File: src/rtl/fp32_result_serializer.sv
// Receives FP32 MAC results on a level-valid edge and streams each one as a
// byte frame (optional header, then four data bytes) on a valid/ready link.
module fp32_result_serializer #(
  parameter bit         MSB_FIRST   = 1'b1,
  parameter bit         HEADER_EN   = 1'b0,
  parameter logic [7:0] HEADER_BYTE = 8'hA5
) (
  input  logic        CLK_I,
  input  logic        RSTL_I,
  input  logic        MAC_VALID_I,
  input  logic [31:0] DELTA_I,
  output logic        MAC_READY_O,
  output logic [7:0]  TX_DATA_O,
  output logic        TX_VALID_O,
  input  logic        TX_READY_I,
  output logic        BUSY_O,
  output logic        OVERRUN_O
);

  typedef enum logic [1:0] {S_IDLE, S_SEND, S_DONE} state_e;

  localparam int unsigned FRAME_LEN = 4 + (HEADER_EN ? 1 : 0);
  localparam logic [2:0]  LAST_IDX  = 3'(FRAME_LEN - 1);

  state_e      state_q, state_d;
  logic [31:0] shadow_q, shadow_d;
  logic [2:0]  idx_q, idx_d;
  logic [7:0]  tx_data_q, tx_data_d;
  logic        tx_valid_q, tx_valid_d;
  logic        overrun_q, overrun_d;
  logic        valid_q;
  logic        new_result;
  logic        tx_fire;

  // Byte at frame position idx: header first when enabled, then data lanes.
  function automatic logic [7:0] frame_byte(input logic [31:0] word,
                                            input logic [2:0]  idx);
    logic [1:0] lane;
    logic [7:0] b;
    lane = idx[1:0] - (HEADER_EN ? 2'd1 : 2'd0);
    if (MSB_FIRST) lane = 2'd3 - lane;
    b = word[8*lane +: 8];
    if (HEADER_EN && idx == 3'd0) b = HEADER_BYTE;
    return b;
  endfunction

  assign new_result = MAC_VALID_I & ~valid_q;
  assign tx_fire    = tx_valid_q & TX_READY_I;

  // NOTE: sequential state uses non-blocking assignments so every register
  // samples pre-edge values; the shadow word is reset too, as it is a plain
  // register rather than a memory array.
  always_ff @(posedge CLK_I or negedge RSTL_I) begin
    if (!RSTL_I) begin
      state_q    <= S_IDLE;
      shadow_q   <= '0;
      idx_q      <= '0;
      tx_data_q  <= '0;
      tx_valid_q <= 1'b0;
      overrun_q  <= 1'b0;
      valid_q    <= 1'b0;
    end else begin
      state_q    <= state_d;
      shadow_q   <= shadow_d;
      idx_q      <= idx_d;
      tx_data_q  <= tx_data_d;
      tx_valid_q <= tx_valid_d;
      overrun_q  <= overrun_d;
      valid_q    <= MAC_VALID_I;
    end
  end

  // NOTE: every comb output gets a hold default first, so no path infers a latch.
  always_comb begin
    state_d    = state_q;
    shadow_d   = shadow_q;
    idx_d      = idx_q;
    tx_data_d  = tx_data_q;
    tx_valid_d = tx_valid_q;
    overrun_d  = overrun_q | (new_result & (state_q != S_IDLE));
    unique case (state_q)
      S_IDLE: begin
        if (new_result) begin
          shadow_d   = DELTA_I;
          idx_d      = 3'd0;
          tx_data_d  = frame_byte(DELTA_I, 3'd0);
          tx_valid_d = 1'b1;
          state_d    = S_SEND;
        end
      end
      S_SEND: begin
        if (tx_fire) begin
          if (idx_q == LAST_IDX) begin
            tx_valid_d = 1'b0;
            state_d    = S_DONE;
          end else begin
            idx_d     = idx_q + 3'd1;
            tx_data_d = frame_byte(shadow_q, idx_q + 3'd1);
          end
        end
      end
      // One dead cycle guarantees a valid-low gap between frames.
      S_DONE:  state_d = S_IDLE;
      default: state_d = S_IDLE;
    endcase
  end

  always_comb begin
    MAC_READY_O = (state_q == S_IDLE);
    BUSY_O      = (state_q == S_SEND);
  end

  assign TX_DATA_O  = tx_data_q;
  assign TX_VALID_O = tx_valid_q;
  assign OVERRUN_O  = overrun_q;

endmodule

File: config.mk
export PLATFORM = sky130hd
export DESIGN_NAME = fp32_result_serializer
export DESIGN_NICKNAME = d
export VERILOG_FILES = /design/src/rtl/fp32_result_serializer.sv
export SDC_FILE = /design/constraint.sdc
export NUM_CORES = 1
export LEC_CHECK = 0
export CAP_MARGIN = 0
export CORE_ASPECT_RATIO = 1.25
export CORE_UTILIZATION = 35
export CTS_CLUSTER_SIZE = 25
export DETAILED_ROUTE_END_ITERATION = 8
export PLACE_DENSITY = 0.71
export SETUP_SLACK_MARGIN = 0.02
export SYNTH_ARGS = -nofsm -noshare
export SYNTH_HDL_FRONTEND = slang
export SYNTH_SLANG_ARGS = --single-unit
File: constraint.sdc
create_clock -name CLK_I -period 6.2 [get_ports CLK_I]
set_input_delay 1.24 -clock CLK_I [delete_from_list [all_inputs] [get_ports CLK_I]]
set_output_delay 1.24 -clock CLK_I [all_outputs]
set_load 0.05 [all_outputs]
# == After elaboration in Yosys (flattened, before gate mapping) ==
# Cells that the tools add are included.
# classes
n_shift,2
mux,21
n_eq_ne,6
n_reduce_logical,7
bitwise_logic,5
n_addsub,2
# op_table
cell,n
$shiftx A32 B6 Y8,2
$mux W8,3
$mux W2,8
$pmux W8 S2,1
$mux W3,3
$reduce_and A4 Y1,2
$ne A2 B1 Y1 const B,3
$pmux W3 S2,1
$pmux W2 S2,1
$reduce_bool A2 Y1,2
$add A3 B1 Y3 const B,1
$and A1 B1 Y1,3
$eq A3 B2 Y1 const B,1
$mux W1,3
$reduce_and A3 Y1,1
$eq A2 B1 Y1 const B,1
$logic_not A2 Y1,1
$ne A2 B2 Y1 const B,1
$pmux W1 S2,1
$reduce_and A2 Y1,1
$sub A2 B2 Y2 const A,1
$not A1 Y1,1
$or A1 B1 Y1,1
# word_totals
inputBits,36
wordCells,50
output_inout_bits,12
ff_bits,48

# == Depth between registers and ports, before layout ==
# Gate-level depths: netlist of run 1.
# depth
word_depth,9
depth_mapped,6

# == Worst setup path before layout of run 1 ==
# No wires, ideal clock.
# synth_path
path_type,input port to flip-flop
start,input port MAC_VALID_I
end,register idx_q[2]
stages,5
setup_slack_ns,3.654
t_required_ns,6.075
t_arrival_ns,2.421
n_path_buf,2
setup_time_ns,0.125
path_cell_list,or4b_1 > buf_6 > a22oi_4 > buf_8 > mux2_4
# synth_via
elab_chain_cells,3
# synth_lines
item,line,source
start: declaration,10,"input logic MAC_VALID_I,"
$and A1 B1 Y1,47,assign new_result = MAC_VALID_I & ~valid_q;
$ne A2 B1 Y1 (no line),-,
$reduce_and A4 Y1 (no line),-,
end signal: assignment,65,idx_q <= idx_d;
end: declaration,27,"logic [2:0] idx_q, idx_d;"
# No other way between the ends.
# A chain may end at the register's enable or synchronous reset.

# == Final worst setup path of run 1 ==
# layout_path
start,register state_q[0]
end,output port BUSY_O
# layout_via
elab_chain_cells,1
# layout_lines
item,line,source
start: declaration,25,"state_e state_q, state_d;"
start signal: assignment,63,state_q <= state_d;
$eq A2 B1 Y1,110,BUSY_O = (state_q == S_SEND);
end: declaration,16,"output logic BUSY_O,"
# No other way between the ends.

==> flow_summary_export.csv, run 1 <==
group,metric,value,unit
synth,synthTopCellsByArea,"dfrtp_1 54%, nand2_1 17%, mux2_2 8.0%, a222oi_1 3.6%, mux2i_1 3.6%",
synth,syn_inst,227,
sta,drv_slew,0,
routing,post-route-drc-count,0,
layout,fillers,640,
worst_setup_path,r2r_slack,3.95,ns
synth,synth_cell_type_count,30,
synth,yosysMostFrequentCell,"nand2_1",
floorplan,die_area,6720,sq um
clocking,cts_inserted_buffers,5,
routing,drt-initial-drc-count,102,
sta,setup_slack,2.70,ns
worst_setup_path,cp.required,4.96,ns
place,place.gp.congestion,0.706,
min_path,hold_path.class,"reg -> reg",
clocking,cts_setup_buffers,0,
place,pre_cts_slack,2.81,ns
min_path,hold_depth,2,
worst_setup_path,crit_path_max_incr_delay,0.81,ns
clocking,clock_sinks,48,
synth,synth_commonest_cells,"99 x nand2_1, 48 x dfrtp_1, 16 x mux2_2",
worst_setup_path,r2r-start,"state_q[0]",
worst_setup_path,worstSetupStartpointType,"flop",
worst_setup_path,worstSetupPathType,"reg -> out",
outcome,status,"finished clean",
clocking,clkSlewWorstSetupHoldPaths,0.09,ns
floorplan,coreArea,6170,sq um
min_path,hold-path-endpoint,"shadow_q[27]",
synth,synth_edf_count,0,
synth,ys_seq_area_share,53.7,%
global_routing,antenna_found_initial,0,
floorplan,die_height,91.4,um
global_routing,grt_pass1_wl,7.88,mm
synth,ys_warn_count,0,
sta,finalSetupViolations,0,
sta,period_share,56.4,%
synth,yosysTopAreaCell,"dfrtp_1",
global_routing,gr-total-overflow,0,
sta,hold_violations,0,
global_routing,grt_max_degree,49,
synth,ys_ff_latch,48,
synth,syn_area_per_cell,9.86,sq um
routing,vias,1670,
worst_setup_path,worst_path_max_delay_cell,"clkdlybuf4s50_1",
routing,dr.pass1.iters,7,
global_routing,globalRouteTotalUtil,15.1,%
sta,slew_headroom,29.3,%
sta,rsz0062_at_grt,"false",
sta,hold_ws,0.472,ns
sta,post-route-min-period,3.50,ns
sta,finalSetupTns,0,ns
routing,wl_per_cell,13.1,um
worst_setup_path,r2r_end,"idx_q[2]",
layout,antenna_cells,0,
synth,yosysTopAreaCellShare,53.7,%
pwr,power,1.43,mW
synth,ys.flop_type,"dfrtp_1",
routing,ant_nets,0,
worst_setup_path,critPathMaxFanout,12,
clocking,cts-root-buf,"clkbuf_8",
sta,clock.fmax,286,MHz
pwr,vdd_drop_max,0.000206,V
floorplan,rows,32,
layout,drive_gt1_share,11.4,%
min_path,hp-start,"shadow_q[27]",
clocking,htreeDepth,2,
worst_setup_path,reg2regPathDepth,4,
pwr,p_leak,1.36,nW
floorplan,start_util,36.3,%
pwr,powerDensity,500,nW/um^2
place,dpl.hpwl,3.21,mm
synth,async_flop_share,100,%
clocking,clockBufferDepth,2,
worst_setup_path,cp_cell_sequence,"nand2b_1 -> inv_1 -> clkdlybuf4s50_1",
routing,wirelength,4.67,mm
place,numPortBuffers,47,
synth,synth_nets,265,
job,drv_cap,0,
routing,vias_per_cell,4.69,
worst_setup_path,worstPathArrival,2.26,ns
sta,tightest_slew,1.06,ns
floorplan,ios,48,
floorplan,die_w,73.5,um
worst_setup_path,worst_setup_path_end_kind,"primary output",
layout,nets,308,
clocking,hold_buffers,0,
global_routing,grt_pass1_vias,1685,
sta,skew,0.00997,ns
layout,layout-area-overhead-vs-synth,27.4,%
clocking,clk_latency,0.30,ns
clocking,cts_tree,"yes",
clocking,cts_resized,0,
synth,synth_area,2240,sq um
[area by class of cell]
| cell class | instances | area (sq um) | share of cell area (%) |
|---|---|---|---|
| multi-input combinational | 156 | 938 | 32.9 |
| tap | 85 | 106 | 3.73 |
| inverter | 10 | 37.5 | 1.32 |
| timing repair buffer | 49 | 480 | 16.8 |
| sequential | 48 | 1200 | 42.1 |
| clock buffer | 5 | 68.8 | 2.41 |
| clock inverter | 3 | 18.8 | 0.658 |
[layout by cell type, fill, tap and decap left out]
cell type	synthesis	routed
nand2_1	99	99
dfrtp_1	48	48
clkdlybuf4s50_1	0	46
mux2_2	16	16
inv_1	10	10
a222oi_1	8	8
mux2i_1	8	8
clkbuf_8	0	5
nor2_1	3	3
nand3_1	3	3
nand2b_1	2	2
ha_1	2	2
clkinv_2	0	2
buf_4	0	2
o21bai_1	1	1
nor3b_2	1	1
and3b_1	1	1
nand4b_1	1	1
or4b_1	1	1
a22oi_4	1	1
nor4b_4	0	1
and2_1	1	1
o311ai_1	1	1
and3_1	1	1
nor4b_1	1	1
a211o_1	1	1
mux2_4	1	1
o2bb2ai_1	1	1
a21o_1	1	1
clkinv_4	0	1
buf_2	2	1
[worst max-delay path, delay by kind of cell (launching register included)]
family,cells,cell delay (ns)
buffers and inverters,2,0.97
flip-flops,1,0.61
AND/OR/NAND/NOR,1,0.38
[sequential cells by signal, indices dropped and copies added, names as in the netlist]
name / flops
shadow_q: 32
TX_DATA_O: 8
idx_q: 3
state_q: 2
OVERRUN_O: 1
TX_VALID_O: 1
valid_q: 1
[logic make-up after synthesis]
| family | count (synthesis) | synth area share, % |
|---|---|---|
| adder cells (fa/ha/maj) | 2 | 1.12 |
| AO/OA/AOI/OAI | 14 | 6.37 |
| buffers and inverters | 23 | 4.81 |
| AND/OR/NAND/NOR | 115 | 21.7 |
| flip-flops | 48 | 53.7 |
| multiplexers | 25 | 12.3 |
[how the worst max path moves through the flow]
| stage | start | cells past startpoint | endpoint |
|---|---|---|---|
| floorplan | MAC_VALID_I | 5 | idx_q[2] |
| global placement | MAC_VALID_I | 5 | idx_q[2] |
| detailed placement | MAC_VALID_I | 5 | idx_q[2] |
| CTS | state_q[0] | 3 | BUSY_O |
| global route | state_q[0] | 3 | BUSY_O |
| finish | state_q[0] | 3 | BUSY_O |
[metal layers]
layer / GRT usage (%) / vias up / wire length, um / share of wire (%)
met3: 3.55 / 5 / 223 / 4.8
met2: 25.7 / 50 / 2310 / 49
li1: - / 833 / - / -
met5: 0 / - / 0 / 0
met4: 2.88 / 0 / 33 / 0.71
met1: 19.5 / 782 / 2110 / 45
[where the power goes]
| part | internal [mW] | total, mW | switching (mW) |
|---|---|---|---|
| registers | 0.459 | 0.556 | 0.0967 |
| clock network | 0.0788 | 0.186 | 0.107 |
| logic | 0.310 | 0.684 | 0.374 |
[stage by stage]
stage                     std cells  utilization [%]  instance area, sq um
final                           356             46.2                  2850
after global routing            356             46.2                  2850
after CTS                       356             46.2                  2850
after detailed placement        348             44.8                  2760
after global placement          348             44.8                  2760
after floorplan                 227                -                  2240
(Power assumes the default switching activity.)
==> run 2: changes to the inputs <==
--- a/config.mk
+++ b/config.mk
@@ -10,7 +10,7 @@
 export CORE_UTILIZATION = 35
 export CTS_CLUSTER_SIZE = 25
 export DETAILED_ROUTE_END_ITERATION = 8
-export PLACE_DENSITY = 0.71
+export PLACE_DENSITY = 0.73
 export SETUP_SLACK_MARGIN = 0.02
 export SYNTH_ARGS = -nofsm -noshare
 export SYNTH_HDL_FRONTEND = slang
==> constraint.sdc (replaced) <==
create_clock -name CLK_I -period 3.1 [get_ports CLK_I]
set_input_delay 0.62 -clock CLK_I [delete_from_list [all_inputs] [get_ports CLK_I]]
set_output_delay 0.62 -clock CLK_I [all_outputs]
set_load 0.05 [all_outputs]
==> run 2 against run 1 <==
Effect of this change:
- die area unchanged
- largest cell class unchanged
- critical path type unchanged
- critical endpoint unchanged
- sequential power increased by 100%
- total power is 100% higher
- setup slack worse by 2.1 ns
==> flow_summary_export.csv, run 2 (same netlist as run 1, synthesis figures left out) <==
group,metric,value,unit
worst_setup_path,crit_path_max_incr_delay,0.80,ns
sta,slew_headroom,31.9,%
pwr,power.share.combinational,48.8,%
worst_setup_path,critPathBufInv,2,
clocking,hold_buffers,0,
worst_setup_path,critical-path-top-delay-family,"buffers and inverters",
worst_setup_path,worstSetupStartpointType,"flop",
layout,largest-register,"shadow_q",
sta,hold_violations,0,
global_routing,gr-total-overflow,0,
sta,period_share,82.1,%
clocking,cts-root-buf,"clkbuf_8",
layout,largest_register_ffs,32,
place,place.gp.congestion,0.771,
sta,hold_ws,0.473,ns
clocking,clockBufferDepth,2,
worst_setup_path,cp_cell_sequence,"nand2b_1 -> inv_1 -> clkdlybuf4s50_1",
routing,wirelength,4.74,mm
pwr,p_int,1.70,mW
sta,post-route-min-period,2.55,ns
global_routing,grt_pass1_wl,8.09,mm
layout,mostFrequentLayoutCell,"nand2_1",
sta,drv_slew,0,
routing,vias,1679,
sta,skew,0.00792,ns
clocking,cts_tree,"yes",
pwr,clockPowerShare,12.2,%
clocking,htreeDepth,2,
routing,vias_per_cell,4.72,
pwr,powerDensity,1000,nW/um^2
layout,layout-area-overhead-vs-synth,27.3,%
clocking,clock_sinks,48,
routing,ant_nets,0,
place,dpl.hpwl,3.22,mm
min_path,hold_path.class,"reg -> reg",
global_routing,grt_max_degree,49,
sta,rsz0062_at_grt,"false",
sta,finalSetupTns,0,ns
layout,drive_gt1_share,11.1,%
pwr,switchingPower,1.15,mW
pwr,p_sw_share,40.3,%
routing,wl_per_cell,13.3,um
global_routing,globalRouteTotalUtil,15.8,%
clocking,cts_setup_buffers,0,
layout,layout_common_cells,"99 x nand2_1, 48 x dfrtp_1, 46 x clkdlybuf4s50_1",
worst_setup_path,worstPathArrival,1.93,ns
routing,dr.pass1.iters,7,
layout,final_util,46.2,%
clocking,cts_resized,0,
pwr,p_leak,1.36,nW
layout,antenna_cells,0,
routing,post-route-drc-count,0,
floorplan,die_height,91.4,um
floorplan,die_area,6720,sq um
sta,finalSetupViolations,0,
routing,drt-initial-drc-count,150,
worst_setup_path,worst_setup_path_end_kind,"primary output",
pwr,p_seq_share,38.9,%
clocking,clk_latency,0.30,ns
pwr,vdd_drop_max,0.000461,V
job,drv_cap,0,
clocking,clkSlewWorstSetupHoldPaths,0.08,ns
worst_setup_path,cp.required,2.48,ns
floorplan,start_util,36.3,%
layout,fillers,628,
worst_setup_path,worst_path_max_delay_cell,"clkdlybuf4s50_1",
worst_setup_path,worstSetupPathType,"reg -> out",
global_routing,grt_pass1_vias,1737,
floorplan,coreArea,6170,sq um
sta,tightest_slew,1.02,ns
floorplan,ios,48,
sta,clock.fmax,393,MHz
floorplan,rows,32,
global_routing,antenna_found_initial,0,
place,numPortBuffers,47,
worst_setup_path,critPathMaxFanout,12,
layout,nets,309,
floorplan,die_w,73.5,um
clocking,cts_inserted_buffers,5,
outcome,status,"finished clean",
run 2: tightest hold or removal path: stages, from the launching register on:
cell and delay, ns:
dfrtp_1 0.34, nand2_1 0.05, nand2_1 0.05
run 2: layout make-up:
cell class                 instances  area (sq um)  area share [%]
sequential                        48          1200            42.2
timing repair buffer              50           488            17.1
clock buffer                       6          72.6            2.55
inverter                          10          37.5            1.32
multi-input combinational        156           938            32.9
clock inverter                     1          5.00           0.176
tap                               85           106            3.73
run 2: stage by stage:
step	area (sq um)	std cells	setup slack (ns)	total power, mW
floorplan	2240	227	1.03	2.12
global placement	2770	349	0.544	2.48
detailed placement	2770	349	0.512	2.52
CTS	2850	356	0.551	2.88
global route	2850	356	0.433	3.06
finish	2850	356	0.554	2.85
run 2: power by group through the flow:
stage | Clock [mW] | Sequential [mW] | Combinational (mW)
after floorplan | 0 | 1.24 | 0.880
final | 0.349 | 1.11 | 1.39
after global placement | 0 | 1.11 | 1.37
after detailed placement | 0 | 1.12 | 1.40
after global routing | 0.394 | 1.15 | 1.52
after CTS | 0.363 | 1.11 | 1.40
run 2: worst paths after layout:
path,depth (start not counted),from,endpoint,slack (ns)
worst min-delay path,2,shadow_q[17],shadow_q[17],0.47
min in group asynchronous,1,RSTL_I,state_q[0],0.49
worst max register to register,4,idx_q[0],TX_DATA_O[1],0.88
worst min register to register,2,shadow_q[17],shadow_q[17],0.47
max in group asynchronous,1,RSTL_I,shadow_q[17],1.96
worst max-delay path,3,state_q[0],BUSY_O,0.55
run 2: routing by layer:
metal / vias up / part of all wire (%) / GRT usage [%]
li1: 832 / - / -
met1: 796 / 43 / 21.1
met2: 45 / 51 / 25.3
met3: 6 / 4.5 / 3.33
met4: 0 / 1.6 / 5.29
met5: - / 0 / 0
